### src/rtl/dsp_2int8_unpack_acc_if.sv
// dsp_2int8_unpack_acc_if: packed-product input stream and
// per-vector accumulated result stream, both valid/ready.
interface dsp_2int8_unpack_acc_if #(
  parameter int PROD_W = 36,
  parameter int ACC_W  = 24,
  parameter int CNT_W  = 8
) ();
  logic              in_valid;
  logic              in_ready;
  logic [PROD_W-1:0] in_p;
  logic              in_last;
  logic              out_valid;
  logic              out_ready;
  logic [ACC_W-1:0]  out_acc_ab;
  logic [ACC_W-1:0]  out_acc_db;
  logic [CNT_W-1:0]  out_count;
  logic              out_sat;

  modport master (
    output in_valid,
    output in_p,
    output in_last,
    output out_ready,
    input  in_ready,
    input  out_valid,
    input  out_acc_ab,
    input  out_acc_db,
    input  out_count,
    input  out_sat
  );

  modport slave (
    input  in_valid,
    input  in_p,
    input  in_last,
    input  out_ready,
    output in_ready,
    output out_valid,
    output out_acc_ab,
    output out_acc_db,
    output out_count,
    output out_sat
  );
endinterface

### src/rtl/dsp_2int8_unpack_acc.sv
// dsp_2int8_unpack_acc: splits dual-int8 DSP products into ab/db
// and accumulates both streams over in_last-framed vectors.
module dsp_2int8_unpack_acc #(
  parameter int PROD_W = 36,
  parameter int SHIFT  = 18,
  parameter int ACC_W  = 24,
  parameter int CNT_W  = 8
) (
  input logic clk,
  input logic rst_n,
  dsp_2int8_unpack_acc_if.slave bus
);
  localparam int PW = 16;
  localparam int HW = PROD_W - SHIFT;
  localparam logic [ACC_W-1:0] ACC_MAX =
    {1'b0, {(ACC_W-1){1'b1}}};
  localparam logic [ACC_W-1:0] ACC_MIN =
    {1'b1, {(ACC_W-1){1'b0}}};

  typedef struct packed {
    logic [PW-1:0] ab;
    logic [PW-1:0] db;
    logic          last;
  } s1_t;

  logic             rdy_en;
  logic             s1_valid;
  s1_t              s1_q;
  s1_t              s1_d;
  logic             in_ready;
  logic             accept;
  logic             consume;
  logic             stall;
  logic [HW:0]      ab_w;

  logic [ACC_W-1:0] acc_ab;
  logic [ACC_W-1:0] acc_db;
  logic [CNT_W-1:0] cnt;
  logic             sat;
  logic [ACC_W:0]   add_ab;
  logic [ACC_W:0]   add_db;
  logic [CNT_W-1:0] cnt_nxt;
  logic             sat_nxt;

  logic             out_valid;
  logic [ACC_W-1:0] res_ab;
  logic [ACC_W-1:0] res_db;
  logic [CNT_W-1:0] res_cnt;
  logic             res_sat;

  function automatic logic [ACC_W:0] sat_add(
    input logic [ACC_W-1:0] acc,
    input logic [PW-1:0]    x
  );
    logic [ACC_W:0] sum;
    sum = {acc[ACC_W-1], acc}
        + {{(ACC_W+1-PW){x[PW-1]}}, x};
    if (sum[ACC_W] != sum[ACC_W-1])
      return {1'b1, sum[ACC_W] ? ACC_MIN : ACC_MAX};
    return {1'b0, sum[ACC_W-1:0]};
  endfunction

  // A negative low field borrowed one from the upper field.
  assign ab_w =
    {bus.in_p[PROD_W-1], bus.in_p[PROD_W-1:SHIFT]}
    + {{HW{1'b0}}, bus.in_p[SHIFT-1]};

  always_comb begin
    s1_d      = '0;
    s1_d.ab   = ab_w[PW-1:0];
    s1_d.db   = bus.in_p[PW-1:0];
    s1_d.last = bus.in_last;
  end

  assign stall = s1_valid && s1_q.last
              && out_valid && !bus.out_ready;
  assign in_ready = rdy_en && (!s1_valid || !stall);
  assign accept   = bus.in_valid && in_ready;
  assign consume  = s1_valid && !stall;

  always_comb begin
    add_ab  = sat_add(acc_ab, s1_q.ab);
    add_db  = sat_add(acc_db, s1_q.db);
    cnt_nxt = (&cnt) ? cnt : cnt + CNT_W'(1);
    sat_nxt = sat || add_ab[ACC_W] || add_db[ACC_W];
  end

  always_ff @(posedge clk or negedge rst_n) begin
    if (!rst_n) begin
      rdy_en   <= 1'b0;
      s1_valid <= 1'b0;
      s1_q     <= '0;
    end else begin
      rdy_en <= 1'b1;
      if (accept) begin
        s1_valid <= 1'b1;
        s1_q     <= s1_d;
      end else if (consume) begin
        s1_valid <= 1'b0;
      end
    end
  end

  always_ff @(posedge clk or negedge rst_n) begin
    if (!rst_n) begin
      acc_ab  <= '0;
      acc_db  <= '0;
      cnt     <= '0;
      sat     <= 1'b0;
      res_ab  <= '0;
      res_db  <= '0;
      res_cnt <= '0;
      res_sat <= 1'b0;
    end else if (consume) begin
      if (s1_q.last) begin
        res_ab  <= add_ab[ACC_W-1:0];
        res_db  <= add_db[ACC_W-1:0];
        res_cnt <= cnt_nxt;
        res_sat <= sat_nxt;
        acc_ab  <= '0;
        acc_db  <= '0;
        cnt     <= '0;
        sat     <= 1'b0;
      end else begin
        acc_ab <= add_ab[ACC_W-1:0];
        acc_db <= add_db[ACC_W-1:0];
        cnt    <= cnt_nxt;
        sat    <= sat_nxt;
      end
    end
  end

  always_ff @(posedge clk or negedge rst_n) begin
    if (!rst_n)
      out_valid <= 1'b0;
    else if (consume && s1_q.last)
      out_valid <= 1'b1;
    else if (out_valid && bus.out_ready)
      out_valid <= 1'b0;
  end

  assign bus.in_ready   = in_ready;
  assign bus.out_valid  = out_valid;
  assign bus.out_acc_ab = res_ab;
  assign bus.out_acc_db = res_db;
  assign bus.out_count  = res_cnt;
  assign bus.out_sat    = res_sat;
endmodule

### src/flat_wrapper.sv
// flat-port wrapper written by rule: the top's interface ports become plain ports
module dsp_2int8_unpack_acc_flat 
#(
  parameter int PROD_W = 36,
  parameter int SHIFT  = 18,
  parameter int ACC_W  = 24,
  parameter int CNT_W  = 8
)
  (clk, rst_n, bus_in_valid, bus_in_p, bus_in_last, bus_out_ready, bus_in_ready, bus_out_valid, bus_out_acc_ab, bus_out_acc_db, bus_out_count, bus_out_sat);
  dsp_2int8_unpack_acc_if #(.PROD_W(PROD_W), .ACC_W(ACC_W), .CNT_W(CNT_W)) bus_i ();
  input logic clk;
  input logic rst_n;
  input wire logic [$bits(bus_i.in_valid)-1:0] bus_in_valid;
  input wire logic [$bits(bus_i.in_p)-1:0] bus_in_p;
  input wire logic [$bits(bus_i.in_last)-1:0] bus_in_last;
  input wire logic [$bits(bus_i.out_ready)-1:0] bus_out_ready;
  output wire logic [$bits(bus_i.in_ready)-1:0] bus_in_ready;
  output wire logic [$bits(bus_i.out_valid)-1:0] bus_out_valid;
  output wire logic [$bits(bus_i.out_acc_ab)-1:0] bus_out_acc_ab;
  output wire logic [$bits(bus_i.out_acc_db)-1:0] bus_out_acc_db;
  output wire logic [$bits(bus_i.out_count)-1:0] bus_out_count;
  output wire logic [$bits(bus_i.out_sat)-1:0] bus_out_sat;
  assign bus_i.in_valid = bus_in_valid;
  assign bus_i.in_p = bus_in_p;
  assign bus_i.in_last = bus_in_last;
  assign bus_i.out_ready = bus_out_ready;
  assign bus_in_ready = bus_i.in_ready;
  assign bus_out_valid = bus_i.out_valid;
  assign bus_out_acc_ab = bus_i.out_acc_ab;
  assign bus_out_acc_db = bus_i.out_acc_db;
  assign bus_out_count = bus_i.out_count;
  assign bus_out_sat = bus_i.out_sat;
  dsp_2int8_unpack_acc #(.PROD_W(PROD_W), .SHIFT(SHIFT), .ACC_W(ACC_W), .CNT_W(CNT_W)) u_core (.clk(clk), .rst_n(rst_n), .bus(bus_i));
endmodule
### config.mk
export PLATFORM = sky130hd
export DESIGN_NAME = dsp_2int8_unpack_acc_flat
export DESIGN_NICKNAME = d
export VERILOG_FILES = /design/src/rtl/dsp_2int8_unpack_acc_if.sv /design/src/rtl/dsp_2int8_unpack_acc.sv /design/src/flat_wrapper.sv
export SDC_FILE = /design/constraint.sdc
export NUM_CORES = 1
export LEC_CHECK = 0
export CAP_MARGIN = 20
export CORE_UTILIZATION = 50
export DETAILED_ROUTE_END_ITERATION = 12
export DONT_BUFFER_PORTS = 1
export MAX_ROUTING_LAYER = met4
export PLACE_DENSITY = 0.63
export SETUP_SLACK_MARGIN = 0.2
export SYNTH_ARGS = -nofsm -noshare
export SYNTH_HDL_FRONTEND = slang
export SYNTH_SLANG_ARGS = --single-unit
### constraint.sdc
create_clock -name clk -period 8.3 [get_ports clk]
set_clock_uncertainty 0.2 [all_clocks]
set_input_delay 0.415 -clock clk [delete_from_list [all_inputs] [get_ports clk]]
set_output_delay 0.415 -clock clk [all_outputs]
set_load 0.03 [all_outputs]
== After elaboration in Yosys (flattened, before gate mapping) ==
Cells that the tools add are included.

* Register bits after elaboration: 150
* Output and inout port bits: 59
* Word-level logic and storage cells: 55
* Input bits: 41

* Add/sub/neg operators: 4
* Mux-type cells: 17
* Eq/ne operators: 2
* Reduce and logical (&&, ||, !) cells: 18

{| class="wikitable"
|+ Operators with widths
! operator !! count
|-
| $mux 25 || 4
|-
| $mux 24 || 4
|-
| $add 24x16->25 || 2
|-
| $add 16x2->16 || 1
|-
| $mux 8 || 2
|-
| $add 8x1->8 const B || 1
|-
| $logic_and 1x1->1 || 8
|-
| $reduce_and 8->1 || 1
|-
| $mux 1 || 7
|-
| $reduce_bool 2->1 || 2
|-
| $logic_not 1->1 || 3
|-
| $logic_or 1x1->1 || 3
|-
| $ne 1x1->1 || 2
|-
| $reduce_and 2->1 || 1
|}

== Logic depth before layout (Yosys ltp) ==
Gate-level depths: netlist (run 1).

* Word-level depth: 8
* Gate-level depth with buffers: 17
* Depth with buffers taken out: 14

== Worst setup path before layout (run 1) ==
No wires, ideal clock.

* Kind: reg2reg
* From: register u_core.acc_ab[1]
* To: register u_core.res_ab[11], in the netlist u_core.bus.out_acc_ab[11]
* Path buffers: 2
* Clock period less this slack: 3.764 ns
* Setup slack: 4.536 ns
* Stages on the path, launching flop included: 17
* Arrival: 3.440 ns
* Required time: 7.975 ns
* Setup time: 0.125 ns
* Cell sequence: dfrtp_1 -> ha_1 -> a211oi_1 -> nor2_1 -> o31a_1 -> a22o_1 -> a21oi_2 -> o21ai_0 -> a21o_1 -> xor2_1 -> ha_1 -> clkbuf_1 -> and2_1 -> nand2_1 -> buf_2 -> o31ai_1 -> mux2_2

* Cells in the longest elaborated chain, start to end: 4
* Elaborated cells on any way between the ends: 6
* Those cells by class: 1 x add/sub; 1 x eq/ne; 4 x mux

{| class="wikitable"
|+ Ends and longest elaborated chain
! item !! RTL line !! source
|-
| from (decl) || dsp_2int8_unpack_acc.sv:36 || <nowiki>logic [ACC_W-1:0] acc_ab;</nowiki>
|-
| from (signal assigned) || dsp_2int8_unpack_acc.sv:125 || <nowiki>acc_ab <= add_ab[ACC_W-1:0];</nowiki>
|-
| $add 24x16->25 (*) || dsp_2int8_unpack_acc.sv:57 || <nowiki>+ {{(ACC_W+1-PW){x[PW-1]}}, x};</nowiki>
|-
| $mux 24 or $ne 1x1->1 (tied branches) || dsp_2int8_unpack_acc.sv:59, dsp_2int8_unpack_acc.sv:58 ||
|-
| $mux 25 or $mux 1 (tied branches) || dsp_2int8_unpack_acc.sv:58 || <nowiki>if (sum[ACC_W] != sum[ACC_W-1])</nowiki>
|-
| $mux 25 (*) || dsp_2int8_unpack_acc.sv:60 || <nowiki>return {1'b0, sum[ACC_W-1:0]};</nowiki>
|-
| to (signal assigned) || dsp_2int8_unpack_acc.sv:116 || <nowiki>res_ab <= add_ab[ACC_W-1:0];</nowiki>
|-
| to (decl) || dsp_2int8_unpack_acc.sv:46 || <nowiki>logic [ACC_W-1:0] res_ab;</nowiki>
|}

Every way passes the cells marked *; elsewhere a longest branch is shown, timed or not. The select of a mux whose other input is x is not followed.
A chain may end at the register's enable or synchronous reset.

== Worst setup path in the final report (run 1) ==
* From: register u_core.acc_ab[1]
* To: register u_core.acc_ab[15]

* Cells in the longest elaborated chain, start to end: 5
* Elaborated cells on any way between the ends: 7
* Those cells by class: 1 x add/sub; 1 x eq/ne; 5 x mux

{| class="wikitable"
|+ Ends and longest elaborated chain
! item !! RTL line !! source
|-
| $add 24x16->25 (*) || dsp_2int8_unpack_acc.sv:57 ||
|-
| $mux 24 or $ne 1x1->1 (tied branches) || dsp_2int8_unpack_acc.sv:59, dsp_2int8_unpack_acc.sv:58 ||
|-
| $mux 25 or $mux 1 (tied branches) || dsp_2int8_unpack_acc.sv:58 ||
|-
| $mux 25 (*) || dsp_2int8_unpack_acc.sv:60 ||
|-
| $mux 24 (*) || dsp_2int8_unpack_acc.sv:115 || <nowiki>if (s1_q.last) begin</nowiki>
|}

Marks and branches as above.

==> results of run 1 <==
==> critical path: stages (launching register included) <==
cell and delay (ns):
dfrtp_1 0.42, ha_1 0.32, a211oi_1 0.25, nor2_1 0.12, o31a_1 0.36, a22o_1 0.28, a21oi_2 0.23, o21ai_0 0.13
a21o_1 0.22, xor2_1 0.15, ha_1 0.65, and2_1 0.33, nand2_1 0.48, a21boi_0 0.50, o21ai_0 0.14
==> timing repair <==
item                                    4_1_cts  5_1_grt
hold buffers                                 30        0
endpoints found under the hold margin       178        0
endpoints found under the setup margin        0        0
==> final timing paths <==
check                                 start                   endpoint  depth (start not counted)
hold / removal                 bus_in_p[27]            u_core.s1_q[26]                          2
min in group asynchronous             rst_n  u_core.bus.out_acc_db[22]                          2
max in group asynchronous             rst_n          u_core.acc_db[17]                          2
setup / recovery           u_core.acc_ab[1]          u_core.acc_ab[15]                         14
setup reg to reg           u_core.acc_ab[1]          u_core.acc_ab[15]                         14
hold reg to reg             u_core.s1_q[25]            u_core.s1_q[25]                          2
==> kinds of logic after synthesis <==
group           count (synthesis)  share of synthesized area [%]
compound gates                292                           22.7
xor+xnor                       54                           5.46
fa+ha+maj                      56                           8.10
buf+inv                        62                           3.13
flops                         150                           42.6
mux                            39                           4.96
other cells                     1                         0.0426
simple gates                  248                           12.9
==> final cells by class <==
class	count	area share, %
clock buffer	20	4.62
inverter	18	0.684
sequential	150	38.0
tap	225	2.85
clock inverter	12	1.77
timing repair buffer	34	3.72
multi-input combinational	690	48.4
==> routing by layer <==
metal | GRT usage, % | share of wire, % | up-vias
met5 | - | 0 | -
met4 | 8.55 | 2.0 | 0
met3 | 5.14 | 6.3 | 28
met2 | 38.3 | 45 | 224
met1 | 35.0 | 47 | 3373
li1 | - | - | 3295
==> registers in the layout (all words and copies together) (netlist names), 8 cells and up <==
signal                 cells
u_core.s1_q               33
u_core.acc_ab             24
u_core.acc_db             24
u_core.bus.out_acc_ab     24
u_core.bus.out_acc_db     24
u_core.bus.out_count       8
u_core.cnt                 8
==> power by group <==
group	switching, mW	internal [mW]
Clock	0.313	0.519
Sequential	0.428	0.980
Combinational	1.20	0.772
Total	1.94	2.27
==> placed cells by master, fill, tap and decap left out, drive strengths merged, types with 28 or more instances in the layout <==
master,synthesis,routed
dfrtp,150,150
nand2,121,121
o21ai,93,93
ha,53,53
a22o,47,47
a21oi,45,45
nor2,43,43
mux2,37,37
dlygate4sd3,0,29
xnor2,28,28
==> metrics by stage <==
step | hold slack [ns] | utilization (%) | instance area, um^2 | cells
floorplan | -0.0806 | - | 8800 | 902
global placement | -0.0750 | 51.7 | 8910 | 1086
detailed placement | -0.0747 | 51.7 | 8910 | 1086
CTS | 0.00240 | 57.2 | 9860 | 1148
global route | 0.0286 | 57.3 | 9880 | 1149
finish | 0.000882 | 57.3 | 9880 | 1149
==> impl_metrics.yaml, run 1 <==
run_status:
  status: "completed"
timing:
  fmaxAchievable_mhz: 203
  final_hold_viol_count: 0
  slew_headroom_pct: 35.7
  slew_viol_final: 0
  setup_viol: 0
  setup_ws_ns: 3.38
  fin_crit_sh_pct: 59.2
  grt_setup_unrepaired: "false"
  setup_tns_ns: 0
  fin_crit_ns: 4.92
  worst_pin_slew_ns: 0.961
logic_synthesis:
  synth_cell_type_count: 73
  synth-edff-count: 0
  ys_seq_area_share_pct: 42.6
  synth_top_area_cell: "dfrtp_1"
  syn_nets: 998
  netlist.area_leader.share_pct: 42.6
  synthArstFlopShare_pct: 100
  netlist_area_um2: 8800
  synth_common_cells: "150 x dfrtp_1, 121 x nand2_1, 80 x o21ai_0"
  ys.flop_type: "dfrtp_1"
  ys_ff_latch: 150
  syn_avg_cell_area_um2: 9.76
  yosys_warnings: 0
  yosys.cell_count.top_type: "dfrtp_1"
  synthCells: 902
  yosys-top-cells-area: "dfrtp_1 43%, ha_1 7.5%, nand2_1 5.2%"
pwr:
  power_per_cell_area_nw_per_um2: 426
  vdd_drop_max_v: 0.000256
  p_total_mw: 4.21
  power_leakage_nw: 4.49
critical_path:
  critPathCaptureType: "register"
  crit_fanout: 26
  reg2reg_slack_ns: 3.38
  start_kind: "register"
  cp.arrival_ns: 5.01
  crit_type: "register to register"
  required_ns: 8.39
global_routing:
  grt_overflow: 0
  track_usage_pct: 25.7
  grt_pass1_vias: 6952
  antenna_found_initial: 0
  grt_pass1_wl_um: 35300
  grt_start_max_net_pins: 151
die:
  die_w_um: 135
  ioPinCount: 100
  dieArea_um2: 18100
  num_rows: 48
  start_util_pct: 51.1
  die_y_um: 135
  design.core.area_um2: 17200
final_layout:
  fill_cells: 1474
  nets: 1007
  diodes: 0
  multi_input_area_um2: 4780
  seq_area_um2: 3750
  drive_above_1_share_pct: 10.3
  area_growth_syn_to_layout_pct: 12.3
cts:
  cts_tree: "yes"
  cts_sinks: 150
  clk_pin_slew_worst_paths_ns: 0.06
  insertion_delay_ns: 0.43
  cts_htree_levels: 4
  root_buffer: "clkbuf_16"
  post-cts-setup-buffers: 0
  cts_max_path_buffers: 2
  cts_buffers: 17
  post_cts_resized: 0
placed_design:
  gp_congestion: 0.901
  port_buffers: 0
  pre_cts_ws_ns: 3.40
  hpwlAfterDp_um: 14700
routing:
  dr.pass1.iters: 7
  via_per_inst: 6.02
  wirelength_um: 21600
  num_vias: 6920
  routedWlPerCell_um: 18.8
  drtAntennaViolNets: 0
  drt_drc_violations_left: 0
  drt_iter0_drc: 415
worst_hold_path:
  hp-class: "input port to register"
job:
  max_cap_violations: 0
Note: power is estimated with default switching activity, not from simulation.
==> inputs of run 2 (changes only) <==
- clock period: 8.3 -> 5 ns (I/O delays scaled with it)
==> impl_metrics.yaml, run 2 (synthesis gave the netlist of run 1 again) <==
final_layout:
  max_flop_register: "u_core.s1_q"
  fin_area_um2: 10000
  largest_reg_flops: 33
  final_cell_mix: "150 x dfrtp_1, 119 x nand2_1, 80 x o21ai_0"
  final_core_util_pct: 58.2
  nets: 1025
  diodes: 0
  area_growth_syn_to_layout_pct: 14.0
  final_common_cell: "dfrtp_1"
  drive_above_1_share_pct: 10.5
routing:
  met1_length_um: 10700
  drt_iter0_drc: 439
  drtAntennaViolNets: 0
  routedWlPerCell_um: 18.5
  drt_drc_violations_left: 0
  route.top_layer_used: "met4"
  num_vias: 6971
  route.met3.wl_um: 1030
  dr.pass1.iters: 8
  via_per_inst: 5.98
  wl_met2_um: 9640
  wirelength_um: 21600
cts:
  cts_htree_levels: 4
  cts_max_path_buffers: 2
  insertion_delay_ns: 0.43
  root_buffer: "clkbuf_16"
  cts_tree: "yes"
  cts_sinks: 150
  cts_buffers: 17
  post-cts-setup-buffers: 0
  clk_pin_slew_worst_paths_ns: 0.06
pwr:
  power_per_cell_area_nw_per_um2: 703
  power_leakage_nw: 4.56
  power_frac_seq_pct: 33.2
  vdd_drop_max_v: 0.000339
  comb_power_share_pct: 47.9
  power_frac_clock_pct: 19.0
  switchingPower_mw: 3.24
  sw_frac_of_total_pct: 45.9
  internal_power_mw: 3.81
die:
  start_util_pct: 51.1
  num_rows: 48
  design.core.area_um2: 17200
  dieArea_um2: 18100
  ioPinCount: 100
  die_w_um: 135
  die_y_um: 135
placed_design:
  placed_cell_area_um2: 8960
  port_buffers: 0
  pre_cts_ws_ns: 0.783
  gp_congestion: 0.900
  hpwlAfterDp_um: 14900
job:
  max_cap_violations: 0
critical_path:
  cp_cell_sequence: "ha_1 -> a211oi_1 -> nor2_1 -> o31a_1 -> a22o_1 -> a21oi_2 -> o21ai_0 -> a21o_1 -> xor2_1 -> ha_1 -> and2_1 -> nand2_1 -> a21boi_0 -> o21ai_0"
  slowest_delay_ns: 0.46
  cp.arrival_ns: 4.28
  crit_slowest_cell: "a21boi_0"
  critPathCaptureType: "register"
  required_ns: 5.10
  start_kind: "register"
  crit_type: "register to register"
  crit_fanout: 7
global_routing:
  grt_pass1_wl_um: 35400
  grt_overflow: 0
  antenna_found_initial: 0
  grt_pass1_vias: 6852
  track_usage_pct: 25.8
  grt_start_max_net_pins: 151
timing:
  setup_viol: 0
  fmaxAchievable_mhz: 239
  worst_pin_slew_ns: 0.973
  grt_setup_unrepaired: "false"
  setup_tns_ns: 0
  setup_ws_ns: 0.816
  slew_headroom_pct: 34.9
  final_hold_viol_count: 0
  fin_crit_ns: 4.18
  slew_viol_final: 0
  fin_crit_sh_pct: 83.7
worst_hold_path:
  hp-class: "input port to register"
run_status:
  status: "completed"
## run 2: power groups by stage
stage | logic [mW] | registers (mW) | clock network [mW]
after floorplan | 2.51 | 2.24 | 0
after global placement | 3.22 | 2.34 | 0
after detailed placement | 3.27 | 2.36 | 0
after CTS | 3.35 | 2.34 | 1.36
after global routing | 3.74 | 2.40 | 1.40
final | 3.37 | 2.34 | 1.34
## run 2: final timing paths
check | to | slack [ns] | depth (start not counted) | startpoint
worst min-delay path | u_core.s1_q[23] | 0.06 | 4 | bus_in_p[20]
worst max register to register | u_core.acc_ab[15] | 0.82 | 14 | u_core.acc_ab[1]
worst min register to register | u_core.s1_q[25] | 0.29 | 2 | u_core.s1_q[25]
min in group asynchronous | u_core.bus.out_acc_db[17] | 0.23 | 2 | rst_n
worst max-delay path | u_core.acc_ab[15] | 0.82 | 14 | u_core.acc_ab[1]
max in group asynchronous | u_core.bus.out_acc_ab[20] | 3.71 | 2 | rst_n
## run 2: layout make-up
type                    instances  area, um^2
clock buffers                  20         457
inverters                      18        67.6
repair buffers                 52         541
clock inverters                11         150
well taps                     225         282
multi-input cells             690        4780
fillers                      1442        7200
flip-flops and latches        150        3750
## run 2: metrics by stage
stage	std cells	hold WS (ns)	power, mW
3_3_place_gp	1091	-0.240	5.57
2_1_floorplan	902	-0.246	4.75
4_1_cts	1165	0.0416	7.05
5_1_grt	1166	0.111	7.54
6_report	1166	0.0581	7.05
3_5_place_dp	1091	-0.240	5.63
## run 2: layer usage
metal  up-vias  global-route usage [%]
li1       3338                       -
met1      3453                    36.0
met2       161                    38.3
met3        19                    5.03
met4         0                    7.12
met5         -                       -
## run 2: timing repair
item / CTS / global route
hold buffers: 43 / 0
gates resized for setup: 0 / 0
endpoints found under the hold margin: 185 / 0
## run 2: worst max-delay path, delay by kind of cell, from the launching register on
family	cells	cell delay [ns]
DFF	1	0.42
adders and majority gates	2	0.66
and+or+nand+nor	3	0.57
AOI/OAI and AO/OA	8	2.05
xor gates and xnor gates	1	0.15
